[src/rtl/minsec_counter_if.sv]
// Signal bundle between the minutes/seconds counter and its tick source / display consumer.
// The master drives the tick and control levels; the slave (the counter) returns BCD digits and strobes.
interface minsec_counter_if;
  logic       tick_in;
  logic       run;
  logic       clear;
  logic [3:0] sec_ones;
  logic [3:0] sec_tens;
  logic [3:0] min_ones;
  logic [3:0] min_tens;
  logic       sec_pulse;
  logic       wrap_pulse;

  modport master (
    output tick_in, run, clear,
    input  sec_ones, sec_tens, min_ones, min_tens, sec_pulse, wrap_pulse
  );

  modport slave (
    input  tick_in, run, clear,
    output sec_ones, sec_tens, min_ones, min_tens, sec_pulse, wrap_pulse
  );
endinterface

[src/rtl/minsec_counter.sv]
// BCD MM:SS elapsed-time counter advanced by transitions of the blinker's square wave.
// Each counted transition emits sec_pulse; rolling MAX_MIN:59 over to 00:00 also emits wrap_pulse.
module minsec_counter #(
  parameter bit          BOTH_EDGES = 1'b1,
  parameter int unsigned MAX_MIN    = 59
) (
  input  logic              clk,
  input  logic              reset,
  minsec_counter_if.slave   bus
);

  localparam logic [3:0] MAX_TENS = 4'(MAX_MIN / 10);
  localparam logic [3:0] MAX_ONES = 4'(MAX_MIN % 10);

  // One BCD digit step: returns {carry, next_digit}; the digit rolls to 0 past its last value.
  function automatic logic [4:0] bcd_step(input logic [3:0] digit, input logic [3:0] last);
    logic [4:0] res;
    if (digit == last) begin
      res = {1'b1, 4'd0};
    end else begin
      res = {1'b0, digit + 4'd1};
    end
    return res;
  endfunction

  logic       tick_q, tick_d;
  logic [3:0] sec_ones_q, sec_ones_d;
  logic [3:0] sec_tens_q, sec_tens_d;
  logic [3:0] min_ones_q, min_ones_d;
  logic [3:0] min_tens_q, min_tens_d;
  logic       sec_pulse_q, sec_pulse_d;
  logic       wrap_pulse_q, wrap_pulse_d;

  logic       edge_s;
  logic       cnt_en_s;
  logic       min_at_max_s;
  logic [4:0] so_step_s;
  logic [4:0] st_step_s;
  logic [4:0] mo_step_s;

  // Edge detection and the clear > count > hold next-state ripple.
  always_comb begin
    tick_d       = bus.tick_in;
    sec_ones_d   = sec_ones_q;
    sec_tens_d   = sec_tens_q;
    min_ones_d   = min_ones_q;
    min_tens_d   = min_tens_q;
    sec_pulse_d  = 1'b0;
    wrap_pulse_d = 1'b0;

    if (BOTH_EDGES) begin
      edge_s = bus.tick_in ^ tick_q;
    end else begin
      edge_s = bus.tick_in & ~tick_q;
    end
    cnt_en_s     = edge_s & bus.run & ~bus.clear;
    min_at_max_s = (min_tens_q == MAX_TENS) && (min_ones_q == MAX_ONES);
    so_step_s    = bcd_step(sec_ones_q, 4'd9);
    st_step_s    = bcd_step(sec_tens_q, 4'd5);
    mo_step_s    = bcd_step(min_ones_q, 4'd9);

    if (bus.clear) begin
      sec_ones_d = 4'd0;
      sec_tens_d = 4'd0;
      min_ones_d = 4'd0;
      min_tens_d = 4'd0;
    end else if (cnt_en_s) begin
      sec_pulse_d = 1'b1;
      sec_ones_d  = so_step_s[3:0];
      if (so_step_s[4]) begin
        sec_tens_d = st_step_s[3:0];
        // A full minute: either wrap both minute digits or ripple into them.
        if (st_step_s[4] && min_at_max_s) begin
          min_ones_d   = 4'd0;
          min_tens_d   = 4'd0;
          wrap_pulse_d = 1'b1;
        end else if (st_step_s[4]) begin
          min_ones_d = mo_step_s[3:0];
          if (mo_step_s[4]) begin
            min_tens_d = min_tens_q + 4'd1;
          end else begin
            min_tens_d = min_tens_q;
          end
        end else begin
          min_ones_d = min_ones_q;
          min_tens_d = min_tens_q;
        end
      end else begin
        sec_tens_d = sec_tens_q;
      end
    end else begin
      sec_pulse_d  = 1'b0;
      wrap_pulse_d = 1'b0;
    end
  end

  // State registers; the tick history keeps tracking tick_in even while reset is held.
  always_ff @(posedge clk) begin
    tick_q <= tick_d;
    if (reset) begin
      sec_ones_q   <= 4'd0;
      sec_tens_q   <= 4'd0;
      min_ones_q   <= 4'd0;
      min_tens_q   <= 4'd0;
      sec_pulse_q  <= 1'b0;
      wrap_pulse_q <= 1'b0;
    end else begin
      sec_ones_q   <= sec_ones_d;
      sec_tens_q   <= sec_tens_d;
      min_ones_q   <= min_ones_d;
      min_tens_q   <= min_tens_d;
      sec_pulse_q  <= sec_pulse_d;
      wrap_pulse_q <= wrap_pulse_d;
    end
  end

  assign bus.sec_ones   = sec_ones_q;
  assign bus.sec_tens   = sec_tens_q;
  assign bus.min_ones   = min_ones_q;
  assign bus.min_tens   = min_tens_q;
  assign bus.sec_pulse  = sec_pulse_q;
  assign bus.wrap_pulse = wrap_pulse_q;

endmodule

[src/flat_wrapper.sv]
// flat-port wrapper written by rule: the top's interface ports become plain ports
module minsec_counter_flat 
#(
  parameter bit          BOTH_EDGES = 1'b1,
  parameter int unsigned MAX_MIN    = 59
)
  (clk, reset, bus_tick_in, bus_run, bus_clear, bus_sec_ones, bus_sec_tens, bus_min_ones, bus_min_tens, bus_sec_pulse, bus_wrap_pulse);
  minsec_counter_if bus_i ();
  input  logic clk;
  input  logic reset;
  input wire logic [$bits(bus_i.tick_in)-1:0] bus_tick_in;
  input wire logic [$bits(bus_i.run)-1:0] bus_run;
  input wire logic [$bits(bus_i.clear)-1:0] bus_clear;
  output wire logic [$bits(bus_i.sec_ones)-1:0] bus_sec_ones;
  output wire logic [$bits(bus_i.sec_tens)-1:0] bus_sec_tens;
  output wire logic [$bits(bus_i.min_ones)-1:0] bus_min_ones;
  output wire logic [$bits(bus_i.min_tens)-1:0] bus_min_tens;
  output wire logic [$bits(bus_i.sec_pulse)-1:0] bus_sec_pulse;
  output wire logic [$bits(bus_i.wrap_pulse)-1:0] bus_wrap_pulse;
  assign bus_i.tick_in = bus_tick_in;
  assign bus_i.run = bus_run;
  assign bus_i.clear = bus_clear;
  assign bus_sec_ones = bus_i.sec_ones;
  assign bus_sec_tens = bus_i.sec_tens;
  assign bus_min_ones = bus_i.min_ones;
  assign bus_min_tens = bus_i.min_tens;
  assign bus_sec_pulse = bus_i.sec_pulse;
  assign bus_wrap_pulse = bus_i.wrap_pulse;
  minsec_counter #(.BOTH_EDGES(BOTH_EDGES), .MAX_MIN(MAX_MIN)) u_core (.clk(clk), .reset(reset), .bus(bus_i));
endmodule
[config.mk]
export PLATFORM = sky130hd
export DESIGN_NAME = minsec_counter_flat
export DESIGN_NICKNAME = d
export VERILOG_FILES = /design/src/rtl/minsec_counter_if.sv /design/src/rtl/minsec_counter.sv /design/src/flat_wrapper.sv
export SDC_FILE = /design/constraint.sdc
export NUM_CORES = 1
export LEC_CHECK = 0
export CAP_MARGIN = 25
export CELL_PAD_IN_SITES_DETAIL_PLACEMENT = 0
export CELL_PAD_IN_SITES_GLOBAL_PLACEMENT = 1
export CORE_MARGIN = 4
export CORE_UTILIZATION = 33
export DETAILED_ROUTE_END_ITERATION = 10
export PLACE_DENSITY = 0.81
export SLEW_MARGIN = 20
export SYNTH_ARGS = -nofsm -noshare
export SYNTH_HDL_FRONTEND = slang
export SYNTH_SLANG_ARGS = --single-unit
[constraint.sdc]
create_clock -name clk -period 1.7 [get_ports clk]
set_input_delay 0.255 -clock clk [delete_from_list [all_inputs] [get_ports clk]]
set_output_delay 0.255 -clock clk [all_outputs]
set_load 0.05 [all_outputs]
Word level (Yosys, flattened, before mapping)
Cells that the tools add are included.
{ "op_classes": {"n_reduce_logical": 9, "eq_ne": 4, "bitwise": 6, "n_mux": 10, "n_addsub": 4} }
{ "ops": {"columns": ["op", "count"], "rows": [
  ["4-bit two-way mux", 5],
  ["4-bit by 1-bit adder with 4-bit output (second input constant)", 4],
  ["5-bit two-way mux", 3],
  ["4-bit by 3-bit == test with 1-bit output (second input constant)", 2],
  ["4-bit == test (second input constant)", 2],
  ["4-bit AND reduction", 1],
  ["2-bit nonzero test", 2],
  ["4-bit OR reduction", 1],
  ["1-bit inverter", 3],
  ["3-bit AND reduction", 1],
  ["1-bit bitwise AND", 2],
  ["1-bit logical AND", 2],
  ["1-bit two-way mux", 2],
  ["2-bit AND reduction", 1],
  ["2-bit OR reduction", 1],
  ["1-bit XOR", 1]
]} }
{ "word_totals": {"register_bits": 19, "input_bits": 5, "output_inout_bits": 18} }

Depth between registers and ports, before layout
Gate-level depths: netlist (run 1).
{ "logic_depth": {"ltp_word": 5, "depth_mapped": 6, "ltp_nobuf": 6} }

Worst setup path after synthesis (run 1)
OpenSTA, ideal clock, no wires.
{ "synth_path": {"kind": "reg2reg", "startpoint": "register u_core.sec_ones_q[3] (netlist: u_core.bus.sec_ones[3])", "endpoint": "register u_core.min_ones_q[3] (netlist: u_core.bus.min_ones[3])", "arrival_time_ps": 1861, "stages_incl_launch_ff": 5, "slack_ps": -252, "path_buffers": 0, "setup_time_ps": 91, "cell_sequence": "dfxtp_1 or3b_4 nor4_4 a41oi_1 a311oi_1"} }
{ "synth_via": {"elab_chain_cells": 3} }
{ "synth_rtl": {"columns": ["element", "line", "source"], "rows": [
  ["start: declaration", "minsec_counter.sv:27", "logic [3:0] sec_ones_q, sec_ones_d;"],
  ["start signal: assignment", "minsec_counter.sv:108", "sec_ones_q <= sec_ones_d;"],
  ["4-bit == test", "minsec_counter.sv:18", "if (digit == last) begin"],
  ["5-bit two-way mux", "minsec_counter.sv:18", null],
  ["3-bit AND reduction (no source line)", null, null],
  ["end signal: assignment", "minsec_counter.sv:110", "min_ones_q <= min_ones_d;"],
  ["end: declaration", "minsec_counter.sv:29", "logic [3:0] min_ones_q, min_ones_d;"]
]} }
No other way between the ends.
A chain may end at the register's enable or synchronous reset.

Final worst setup path (run 1)
{ "layout_path": {"startpoint": "register u_core.sec_ones_q[1] (netlist: u_core.bus.sec_ones[1])", "endpoint": "register u_core.min_tens_q[0] (netlist: u_core.bus.min_tens[0])"} }
{ "layout_via": {"elab_chain_cells": 3} }
{ "layout_rtl": {"columns": ["element", "line", "source"], "rows": [
  ["4-bit == test", "minsec_counter.sv:18", null],
  ["5-bit two-way mux", "minsec_counter.sv:18", null],
  ["4-bit AND reduction (no source line)", null, null],
  ["end signal: assignment", "minsec_counter.sv:111", "min_tens_q <= min_tens_d;"],
  ["end: declaration", "minsec_counter.sv:30", "logic [3:0] min_tens_q, min_tens_d;"]
]} }
No other way between the ends.

==> results of run 1 <==
Yosys cell counts (2+ instances only):
library cell,n,area share (%)
dfxtp_1,19,38
inv_1,4,1.5
or3_1,2,1.3
nand2b_1,2,1.3
ha_1,4,5.0
o31ai_1,2,1.5
o21ai_1,2,1.0
and3_1,2,1.3
nand4b_1,2,1.8
xor2_1,2,1.8
nor3_1,5,2.5
nor2b_1,4,2.5
nand2_1,5,1.9
nand3_1,4,2.0
o21ai_0,3,1.5
clkbuf_1,3,1.1
nand4_1,2,1.3
a21oi_1,4,2.0
nor2_1,9,3.4
or4_1,2,1.5
xnor2_1,5,4.4
nor4_1,3,1.9
cells in the final DEF, fill, tap and decap left out, types with 3 or more instances in the layout:
cell type | synthesis | routed
buf_4 | 0 | 36
nor2_1 | 9 | 9
dfxtp_2 | 0 | 8
dfxtp_1 | 19 | 8
nand2_1 | 5 | 5
xnor2_1 | 5 | 5
inv_1 | 4 | 4
nand3_1 | 4 | 4
nor2b_1 | 4 | 4
a21oi_1 | 4 | 4
nor3_1 | 5 | 4
ha_1 | 4 | 4
clkdlybuf4s50_1 | 0 | 4
nor4_1 | 3 | 3
o21ai_0 | 3 | 3
clkbuf_4 | 0 | 3
dfxtp_4 | 0 | 3
power by group through the flow:
stage          Combinational (mW)  Clock, mW  Sequential, mW
2_1_floorplan              0.0290          0           0.464
3_3_place_gp               0.0789          0           0.456
3_5_place_dp               0.0797          0           0.456
4_1_cts                    0.0802      0.247           0.446
5_1_grt                    0.0862      0.261           0.446
6_report                   0.0805      0.240           0.446
path summary, 6_finish.rpt:
path                                         endpoint                                start  cells past startpoint
setup / recovery  u_core.bus.min_tens[0]$_SDFFE_PP0P_  u_core.bus.sec_ones[1]$_SDFFE_PP0P_                      4
hold / removal    u_core.bus.min_tens[3]$_SDFFE_PP0P_  u_core.bus.min_tens[3]$_SDFFE_PP0P_                      2
setup reg to reg  u_core.bus.min_tens[0]$_SDFFE_PP0P_  u_core.bus.sec_ones[1]$_SDFFE_PP0P_                      4
hold reg to reg   u_core.bus.min_tens[3]$_SDFFE_PP0P_  u_core.bus.min_tens[3]$_SDFFE_PP0P_                      2
kinds of logic after synthesis:
group | count (synthesis) | synth area share (%)
flops | 19 | 38.1
fa+ha+maj | 4 | 5.01
compound gates | 16 | 10.3
simple gates | 54 | 35.2
xor+xnor | 8 | 7.77
buf+inv | 7 | 2.63
mux | 1 | 1.00
critical path, stage by stage, from the launching register on:
cell,delay (ns)
dfxtp_2,0.37
nor3b_1,0.37
nand4_2,0.15
or4_1,0.51
a21oi_1,0.16
final cells by class:
cell class	count	area, um^2
clock buffers	3	22.5
clock inverters	1	5.00
fillers	271	1440
inverters	4	15.0
multi-input cells	83	597
flip-flops and latches	19	402
well taps	31	38.8
repair buffers	40	310
state kept, by name, indices dropped and copies added, names as in the netlist:
name,count
u_core.bus.min_tens,4
u_core.bus.min_ones,4
u_core.tick_q,1
u_core.bus.sec_tens,4
u_core.bus.sec_ones,4
u_core.bus.sec_pulse,1
u_core.bus.wrap_pulse,1
metrics by stage:
stage	power, mW	area (um^2)	TNS (ns)	instances	setup slack (ns)
finish	0.766	1390	0	181	0.0887
global route	0.794	1390	0	181	0.00253
CTS	0.773	1390	0	181	0.0935
detailed placement	0.536	1360	-1.70	177	-0.160
global placement	0.535	1360	-1.35	177	-0.160
floorplan	0.493	1020	0	109	0.00884
per-layer routing:
| layer | global-route usage [%] | vias to the layer above | part of all wire [%] |
|---|---|---|---|
| met5 | 0 | - | 0 |
| met4 | 2.20 | 0 | 0.49 |
| met3 | 4.68 | 2 | 7.4 |
| met2 | 20.7 | 31 | 47 |
| met1 | 17.6 | 445 | 45 |
| li1 | - | 486 | - |
timing repair:
action / 4_1_cts / 5_1_grt
setup buffers: 0 / 0
endpoints found under the setup margin: 0 / 2
gates resized for setup: 0 / 1
==> flow_metrics.tcl, run 1 <==
set metrics [dict create \
    finClkSkew_ns 0.00859 \
    cts-root-buf "clkbuf_4" \
    rows 19 \
    dieArea_um2 3970 \
    drv_cap 0 \
    yosys_warnings 0 \
    area_delta_synth_final_pct 39.2 \
    finish.utilization_pct 49.1 \
    vias 964 \
    crit_required_ns 1.94 \
    post-route-min-period_ns 1.61 \
    syn_avg_cell_area_um2 9.16 \
    grt_pass1_vias 945 \
    antenna_found_initial 0 \
    cts_sinks 19 \
    start_kind "flip-flop" \
    synth_cell_type_count 41 \
    path_max_fanout 8 \
    syn_area_um2 998 \
    insertion_delay_ns 0.31 \
    p_sw_share_pct 25.7 \
    rsz0062_at_grt "no" \
    leakage_nw 0.562 \
    dp_hpwl_mm 1.94 \
    drt-total-wl_mm 2.46 \
    first_pass_iters 4 \
    seq_area_frac_synth_pct 38.1 \
    endpoint_kind "flip-flop" \
    rrSetupSlack_ns 0.09 \
    cts_htree_levels 1 \
    p_int_uw 569 \
    worst_pin_slew_ns 0.553 \
    synth_flop_cell "dfxtp_1" \
    core_area_um2 2830 \
    period_share_pct 94.8 \
    ant_nets 0 \
    vdd.ir_drop.worst_uv 545 \
    setup_violations 0 \
    max-slew-margin-rel_pct 62.9 \
    gp_congestion 0.818 \
    grt_pass1_wl_mm 4.28 \
    cp.arrival_ns 1.85 \
    synth-seq-cells 19 \
    drive_gt1_share_pct 38.7 \
    synth_edf_count 0 \
    holdCritPathClass "flip-flop to flip-flop" \
    drt_first_iter_violations 22 \
    p_clk_share_pct 31.3 \
    ctsHoldBuffers 0 \
    drc 0 \
    final_nets 160 \
    track_usage_pct 13.2 \
    cts_made_buffers 3 \
    diodes 0 \
    grt_start_max_net_pins 12 \
    synthArstFlopShare_pct 0 \
    max_freq_ghz 0.621 \
    cts_max_path_buffers 2 \
    die_w_um 63.0 \
    port_buffers 22 \
    ioPinCount 23 \
    start_util_pct 35.3 \
    viasPerCell 5.33 \
    tritoncts "yes" \
    grt_overflow 0 \
    status "complete, no violations" \
    hold_ws_ns 0.501 \
    power_frac_seq_pct 58.2 \
    synthesis.nets 118 \
    syn-instance-count 109 \
    power_density_nw_per_um2 551 \
    wl_per_cell_um 13.6 \
    dieHeight_um 63.0 \
    clkSlewWorstSetupHoldPaths_ns 0.12 \
    critical_path_class "flip-flop to flip-flop" \
    hold_viol_final 0 \
    p_sw_uw 197 \
    slew_violations 0 \
    comb_power_share_pct 10.5 \
]
(Power assumes the default switching activity.)
==> inputs of run 2 (changes only) <==
--- a/config.mk
+++ b/config.mk
@@ -12,7 +12,6 @@
 export CORE_UTILIZATION = 33
 export DETAILED_ROUTE_END_ITERATION = 10
 export PLACE_DENSITY = 0.81
-export SLEW_MARGIN = 20
 export SYNTH_ARGS = -nofsm -noshare
 export SYNTH_HDL_FRONTEND = slang
 export SYNTH_SLANG_ARGS = --single-unit
==> results of run 2 <==
The final DEF is identical to that of run 1; final timing and power are the same.
==> inputs of run 3 (changes only) <==
--- a/config.mk
+++ b/config.mk
@@ -11,6 +11,7 @@
 export CORE_MARGIN = 4
 export CORE_UTILIZATION = 33
 export DETAILED_ROUTE_END_ITERATION = 10
+export HOLD_SLACK_MARGIN = 0.08
 export PLACE_DENSITY = 0.81
 export SYNTH_ARGS = -nofsm -noshare
 export SYNTH_HDL_FRONTEND = slang
==> results of run 3 <==
The final DEF is identical to that of run 1; final timing and power are the same.
